### config.mk
export PLATFORM = sky130hd
export DESIGN_NAME = mano_timing_ctrl
export DESIGN_NICKNAME = d
export VERILOG_FILES = /design/src/rtl/mano_pkg.sv /design/src/rtl/mano_dec3to8.sv /design/src/rtl/mano_timing_ctrl.sv
export SDC_FILE = /design/constraint.sdc
export NUM_CORES = 1
export LEC_CHECK = 0
export ABC_CLOCK_PERIOD_IN_PS = 1700
export CORE_MARGIN = 2
export CORE_UTILIZATION = 30
export CTS_BUF_LIST = sky130_fd_sc_hd__clkbuf_8
export DETAILED_ROUTE_END_ITERATION = 12
export HOLD_SLACK_MARGIN = 0.12
export PLACE_DENSITY = 0.8
export SLEW_MARGIN = 20
export SYNTH_ARGS = -nofsm -noshare
export SYNTH_HDL_FRONTEND = slang
export SYNTH_HIERARCHICAL = 1
export SYNTH_SLANG_ARGS = --single-unit
### constraint.sdc
create_clock -name clk -period 1.7 [get_ports clk]
set_clock_uncertainty 0.1 [all_clocks]
set_input_delay 0.255 -clock clk [delete_from_list [all_inputs] [get_ports clk]]
set_output_delay 0.255 -clock clk [all_outputs]
set_load 0.03 [all_outputs]
### src/rtl/mano_pkg.sv
// ---------------------------------------------------------------------------
// mano_pkg
// Shared constants and types for the Mano basic-computer control slice.
//   T_W        : number of timing signals T0..T5
//   D_W        : number of opcode decode lines D0..D7
//   SC_W       : sequence counter width
//   OPC_REG_IO : opcode of the register-reference / IO instruction group
//   HLT_BIT    : IR bit that selects HLT within the register-reference group
// ---------------------------------------------------------------------------
package mano_pkg;

   localparam int         T_W        = 6;
   localparam int         D_W        = 8;
   localparam int         SC_W       = 3;
   localparam logic [2:0] OPC_REG_IO = 3'b111;
   localparam int         HLT_BIT    = 0;

   // Run flag S, kept as a two-state machine.
   typedef enum logic {
      ST_HALT = 1'b0,
      ST_RUN  = 1'b1
   } run_state_t;

endpackage : mano_pkg

### src/rtl/mano_dec3to8.sv
// ---------------------------------------------------------------------------
// mano_dec3to8
// One-hot decoder with enable: dec[k] = en && (sel == k).
// Defaults to a full 3-to-8 decoder; OUT_W may be reduced when only the low
// outputs are consumed, so no unused decode lines are generated.
// Ports:
//   sel : binary select, IN_W bits
//   en  : enable; all outputs are 0 when low
//   dec : one-hot result, OUT_W bits
// ---------------------------------------------------------------------------
module mano_dec3to8 #(
   parameter int IN_W  = 3,
   parameter int OUT_W = 8
) (
   input  logic [IN_W-1:0]  sel,
   input  logic             en,
   output logic [OUT_W-1:0] dec
);

   // NOTE: the default assignment before the loop keeps every output driven
   // on every path, so no latch is inferred.
   always_comb begin
      dec = '0;
      for (int k = 0; k < OUT_W; k++) begin
         if (en && (sel == IN_W'(k))) begin
            dec[k] = 1'b1;
         end
      end
   end

endmodule : mano_dec3to8

### src/rtl/mano_timing_ctrl.sv
// ---------------------------------------------------------------------------
// mano_timing_ctrl
// Timing and control core of the Mano basic computer: sequence counter,
// run flag S, registered indirect bit I, opcode decode and HLT detection.
// Ports:
//   clk     : system clock, rising edge
//   rst     : asynchronous active-high reset
//   ir      : instruction register (ir[15]=I, ir[14:12]=opcode, ir[0]=HLT)
//   start   : run request, honoured only while halted
//   sc_clr  : end-of-instruction request, clears the sequence counter
//   T       : one-hot timing signals T0..T(T_STEPS-1), zero while halted
//   D       : one-hot decode of ir[14:12], valid at all times
//   I       : indirect bit captured at the end of T2
//   running : run flag S
//   sc      : current sequence count (debug)
// ---------------------------------------------------------------------------
module mano_timing_ctrl #(
   parameter int T_STEPS = 6,
   parameter int SC_W    = 3
) (
   input  logic               clk,
   input  logic               rst,
   input  logic [15:0]        ir,
   input  logic               start,
   input  logic               sc_clr,
   output logic [T_STEPS-1:0] T,
   output logic [7:0]         D,
   output logic               I,
   output logic               running,
   output logic [SC_W-1:0]    sc
);

   import mano_pkg::*;

   if (T_STEPS > (2 ** SC_W)) begin : g_bad_width
      $error("mano_timing_ctrl: SC_W too small for T_STEPS");
   end

   localparam logic [SC_W-1:0] SC_LAST = SC_W'(T_STEPS - 1);

   run_state_t state;
   logic       halt;
   logic       unused_ir;

   assign running = (state == ST_RUN);

   // T is decoded from registered sc and the registered run flag only, so
   // start and sc_clr never reach T combinationally.
   mano_dec3to8 #(
      .IN_W  (SC_W),
      .OUT_W (T_STEPS)
   ) u_t_dec (
      .sel (sc),
      .en  (running),
      .dec (T)
   );

   mano_dec3to8 #(
      .IN_W  (3),
      .OUT_W (D_W)
   ) u_d_dec (
      .sel (ir[14:12]),
      .en  (1'b1),
      .dec (D)
   );

   // HLT: register-reference group (D7, direct) with the HLT bit, at T3.
   // T[3] already implies running.
   assign halt = T[3] & D[OPC_REG_IO] & ~I & ir[HLT_BIT];

   // Address/operand bits are handled elsewhere in the datapath.
   assign unused_ir = ^ir[11:1];

   // NOTE: sequential state uses non-blocking assignments so every register
   // samples pre-edge values regardless of statement order.
   always_ff @(posedge clk or posedge rst) begin
      if (rst) begin
         state <= ST_HALT;
         sc    <= '0;
         I     <= 1'b0;
      end else begin
         if (T[2]) begin
            I <= ir[15];
         end

         case (state)
            ST_HALT: begin
               // sc_clr is meaningless while halted; sc stays parked at 0.
               sc <= '0;
               if (start) begin
                  state <= ST_RUN;
               end
            end
            ST_RUN: begin
               // start is ignored here, including in the halting cycle.
               if (halt) begin
                  state <= ST_HALT;
                  sc    <= '0;
               end else if (sc_clr || (sc == SC_LAST)) begin
                  sc <= '0;
               end else begin
                  sc <= sc + 1'b1;
               end
            end
            default: begin
               state <= ST_HALT;
               sc    <= '0;
            end
         endcase
      end
   end

endmodule : mano_timing_ctrl

### Word-level counts from Yosys, hierarchy flattened

Index checks and enable logic that the tools add are counted.

* $add $sub $neg: 1
* equal/unequal tests: 12
* divide/modulo/power cells: 0
* multiplexer cells: 20
* reduce and logical (&&, ||, !) cells: 9
* magnitude comparators: 0
* multipliers: 0
* bitwise logic cells: 5
* shifts and indexed selects: 0

Operators by type and width (number)
* $eq 3x3->1 const B: 6
* $mux 1: 16
* $eq 3x2->1 const B: 4
* $eq 3x1->1 const B: 2
* $logic_and 1x1->1: 6
* $logic_not 3->1: 2
* $mux 3: 2
* $pmux 3 s2: 1
* $add 3x1->3 const B: 1
* $and 1x1->1: 3
* $not 1->1: 2
* $pmux 1 s2: 1
* $logic_or 1x1->1: 1

* ROM bits: 0
* output and inout bits: 19
* bits in latches: 0
* RAM bits: 0
* memories: 0
* logic and storage cells: 50
* bits of input ports: 20
* flip-flop bits (word level): 5

### Depth between registers and ports, before layout

* depth after elaboration: 8
* depth in mapped cells: 4
* gate-level depth less buffers: 4

### Cells and area by module

Netlist, hierarchy kept.

By module, submodules not included
* mano_timing_ctrl: sequential area each 125.1 um2, area each 245.2 um2, cells each 20, times used 1
* mano_dec3to8 at u_d_dec: sequential area each 0.0 um2, area each 96.3 um2, cells each 8, times used 1
* mano_dec3to8 at u_t_dec: sequential area each 0.0 um2, area each 73.8 um2, cells each 6, times used 1

### Worst setup path before layout

OpenSTA, ideal clock, no wires.

* kind: reg2reg
* start point: register sc[2]
* end point: register sc[1]
* path slack: -0.097 ns
* setup time: 0.122 ns
* required time: 1.478 ns
* cell stages (with the launch flop): 4
* period minus slack after synthesis: 1.797 ns
* buffers on the path: 0
* arrival: 1.575 ns
* path through: dfrtp_1 -> and4b_1 -> and4b_1 -> a2111oi_1

* word-level cells in the longest chain between the ends: 8
* elaborated cells on any way between the ends: 11
* classes of those cells: eq/ne (2); mux (4); bitwise (3); reduce/logical (2)

RTL lines
* start: declaration: RTL line mano_timing_ctrl.sv:30 `output logic [SC_W-1:0] sc`
* start signal: assignment: RTL line mano_timing_ctrl.sv:102 `sc <= sc + 1'b1;`
* $eq 3x2->1: RTL line mano_dec3to8.sv:25 `if (en && (sel == IN_W'(k))) begin`
* $logic_and 1x1->1: RTL line mano_dec3to8.sv:25
* $mux 1: RTL line mano_dec3to8.sv:25
* net T[3]: RTL line mano_timing_ctrl.sv:26 `output logic [T_STEPS-1:0] T,`
* $and 1x1->1 (3 in series): RTL line mano_timing_ctrl.sv:69 `assign halt = T[3] & D[OPC_REG_IO] & ~I & ir[HLT_BIT];`
* $mux 3: RTL line mano_timing_ctrl.sv:96 `if (halt) begin`
* $pmux 3 s2: RTL line mano_timing_ctrl.sv:86 `case (state)`

The timed path passes the listed nets, and every way through them passes these cells.
A chain may end at the register's enable or synchronous reset.

### Worst setup path in the final report

* start point: input ir[14]
* end point: output D[0]

* word-level cells in the longest chain between the ends: 2

RTL lines
* start: declaration: RTL line mano_timing_ctrl.sv:23 `input logic [15:0] ir,`
* $logic_not 3->1: RTL line mano_dec3to8.sv:25
* $mux 1: RTL line mano_dec3to8.sv:25
* end: declaration: RTL line mano_timing_ctrl.sv:27 `output logic [7:0] D,`

Every way passes these cells.

==> flow_metrics.py <==
metrics = {
    "synth": {
        "synth_xor_area_share_pct": 0,
        "ys_ff_latch": 5,
        "ys_types": 18,
        "yosys-top-cells-area": "dfrtp_1, and4bb_2, and4b_2",
        "netlist_area_um2": 415,
        "synthAdderAreaFrac_pct": 6.02,
        "synth_mux_area_share_pct": 2.71,
        "synthCells": 34,
        "yosysMostFrequentCell": "dfrtp_1",
        "synth-simple-area-share_pct": 49.4,
        "synth_top_area_share_pct": 30.1,
        "ys_warn_count": 6,
        "synth_common_cells": "dfrtp_1, and4b_2, and4bb_2",
        "synth-edff-count": 0,
        "synth_compound_area_share_pct": 9.04,
        "yosysSeqAreaShare_pct": 30.1,
        "ys_async_sr_fraction_pct": 100,
        "avgSynthCellArea_um2": 12.2,
        "synthFlopType": "dfrtp_1",
        "synth_top_family_by_area": "simple AND/OR/NAND/NOR gates",
        "yosys.area.top_type": "dfrtp_1",
    },
    "setup_path": {
        "cp_data_arrival_time_ns": 1.29,
        "path_class": "in -> out",
        "timing.rr.end": "sc[1]",
        "endpoint_kind": "output pin",
        "r2r-start": "sc[1]",
        "cp-startpoint": "ir[14]",
        "critPathLaunchType": "input pin",
        "r2r_slack_ns": 0.11,
        "required_ns": 1.34,
        "crit_end": "D[0]",
        "crit_fanout": 7,
        "reg2reg_depth": 3,
    },
    "clock_tree": {
        "clock_latency_ns": 0.23,
        "clockRootBuffer": "clkbuf_8",
        "htreeDepth": 1,
        "cts.sinks": 5,
        "cts_tree": "yes",
        "cts_setup_buffers": 0,
        "clock_path_buffers": 2,
        "numCtsBuffers": 3,
        "postCtsHoldBufs": 0,
        "clk_pin_slew_ns": 0.04,
    },
    "timing": {
        "fin_ws_ns": 0.0541,
        "rsz0062_at_grt": "no",
        "hold_viol_final": 0,
        "max_freq_mhz": 608,
        "whs_ns": 0.133,
        "setup_viol_count_final": 0,
        "period_share_pct": 96.8,
        "period_minus_slack_ns": 1.65,
        "slew_viol_final": 0,
    },
    "drt": {
        "wl_per_cell_um": 12.6,
        "drcViolationCount": 0,
        "routed_via_density": 4.93,
        "totalWireLength_um": 1180,
        "dr.pass1.iters": 1,
        "antenna_left": 0,
        "vias": 463,
        "drt_iter0_markers": 0,
    },
    "die": {
        "start_util_pct": 31.9,
        "die_area_mm2": 0.00170,
        "chipHeight_um": 41.2,
        "die_x_um": 41.2,
        "core_area_mm2": 0.00130,
        "pin_count": 39,
        "row_count": 13,
    },
    "layout": {
        "drive_gt1_share_pct": 51.9,
        "final_area_um2": 811,
        "num_antenna_cells": 0,
        "fin_nets": 102,
        "final_util_pct": 62.3,
        "synthToLayoutAreaGrowth_pct": 95.2,
    },
    "power_and_ir_drop": {
        "power_density_mw_per_mm2": 749,
        "peakVddDrop_v": 0.000328,
        "power.leakage_nw": 0.393,
        "totalPowerFinal_mw": 0.607,
    },
    "place": {
        "post-place-ws_ns": -0.148,
        "place_area_um2": 752,
        "gp_congestion": 0.639,
        "io_buffers": 27,
    },
    "grt": {
        "grt_pass1_vias": 383,
        "grt_util_all_layers_pct": 14.5,
        "overflow": 0,
        "antenna_found_initial": 0,
        "grt_first_pass_wirelength_um": 1530,
        "grt_max_degree": 11,
    },
    "outcome": {
        "status": "complete, no violations",
    },
    "hold_path": {
        "min_path_type": "in -> async",
    },
    "job": {
        "max_cap_violations": 0,
    },
}
-- cell usage in the layout (no fill, tap or decap), types with 2 or more instances in the layout --
master            n
and4bb_1          2
dfrtp_2           2
dfrtp_1           3
and4b_2           5
inv_1             3
dlygate4sd2_1     3
a2111oi_2         2
clkbuf_8          3
buf_4            20
ha_1              2
conb_1            8
and4bb_2          4
clkdlybuf4s50_1  10
nand2b_1          2
-- cell families (layout without fill, tap and decap cells) --
family          after synthesis  count (layout)
simple gates                 19              19
buf+inv                       2              40
flops                         5               5
fa+ha+maj                     2               2
other cells                   1               8
mux                           1               1
compound gates                4               4
-- worst max-delay path, cell delays in order --
cell             delay [ns]
clkdlybuf4s50_1        0.42
buf_4                  0.16
nor4b_4                0.29
buf_6                  0.17
-- sequential cells by signal, summed over array words and instances, names as in the netlist --
register	count
running	1
I	1
sc	3
-- area by class of cell --
cell class	count	area, um2
timing repair buffer	34	288
tap	15	18.8
clock inverter	1	3.75
sequential	5	128
clock buffer	3	41.3
inverter	2	7.51
multi-input combinational	34	324
fill	130	490
-- timing repair --
action | 4_1_cts | 5_1_grt
pin swaps | 0 | 1
endpoints found under the setup margin | 3 | 2
resized for setup | 3 | 3
-- through the flow --
step	TNS, ns	instances
floorplan	0	41
global placement	-0.0982	90
detailed placement	-0.178	90
CTS	0	94
global route	0	94
finish	0	94
-- where the power goes --
part / switching, mW / internal (mW) / leakage [nW]
Combinational: 0.118 / 0.108 / 0.309
Sequential: 0.0206 / 0.137 / 0.0572
Clock: 0.0673 / 0.156 / 0.0269
Total: 0.206 / 0.401 / 0.393
-- routing by layer --
layer,track usage [%],up-vias,wire [um]
met2,27.7,25,617
met4,7.26,0,21
met3,5.98,2,133
met5,0,-,0
li1,-,223,-
met1,12.6,213,409
-- worst min-delay path by stage --
stage | slack, ns | cells after the start | from | to
final | 0.13 | 2 | rst | sc[0]
after global routing | 0.17 | 2 | rst | sc[0]
after CTS | 0.15 | 2 | rst | sc[2]
after detailed placement | 0.39 | 2 | rst | running
after global placement | 0.37 | 2 | rst | running
after floorplan | -0.07 | 1 | rst | I
Power figures use the tool's default switching activity.
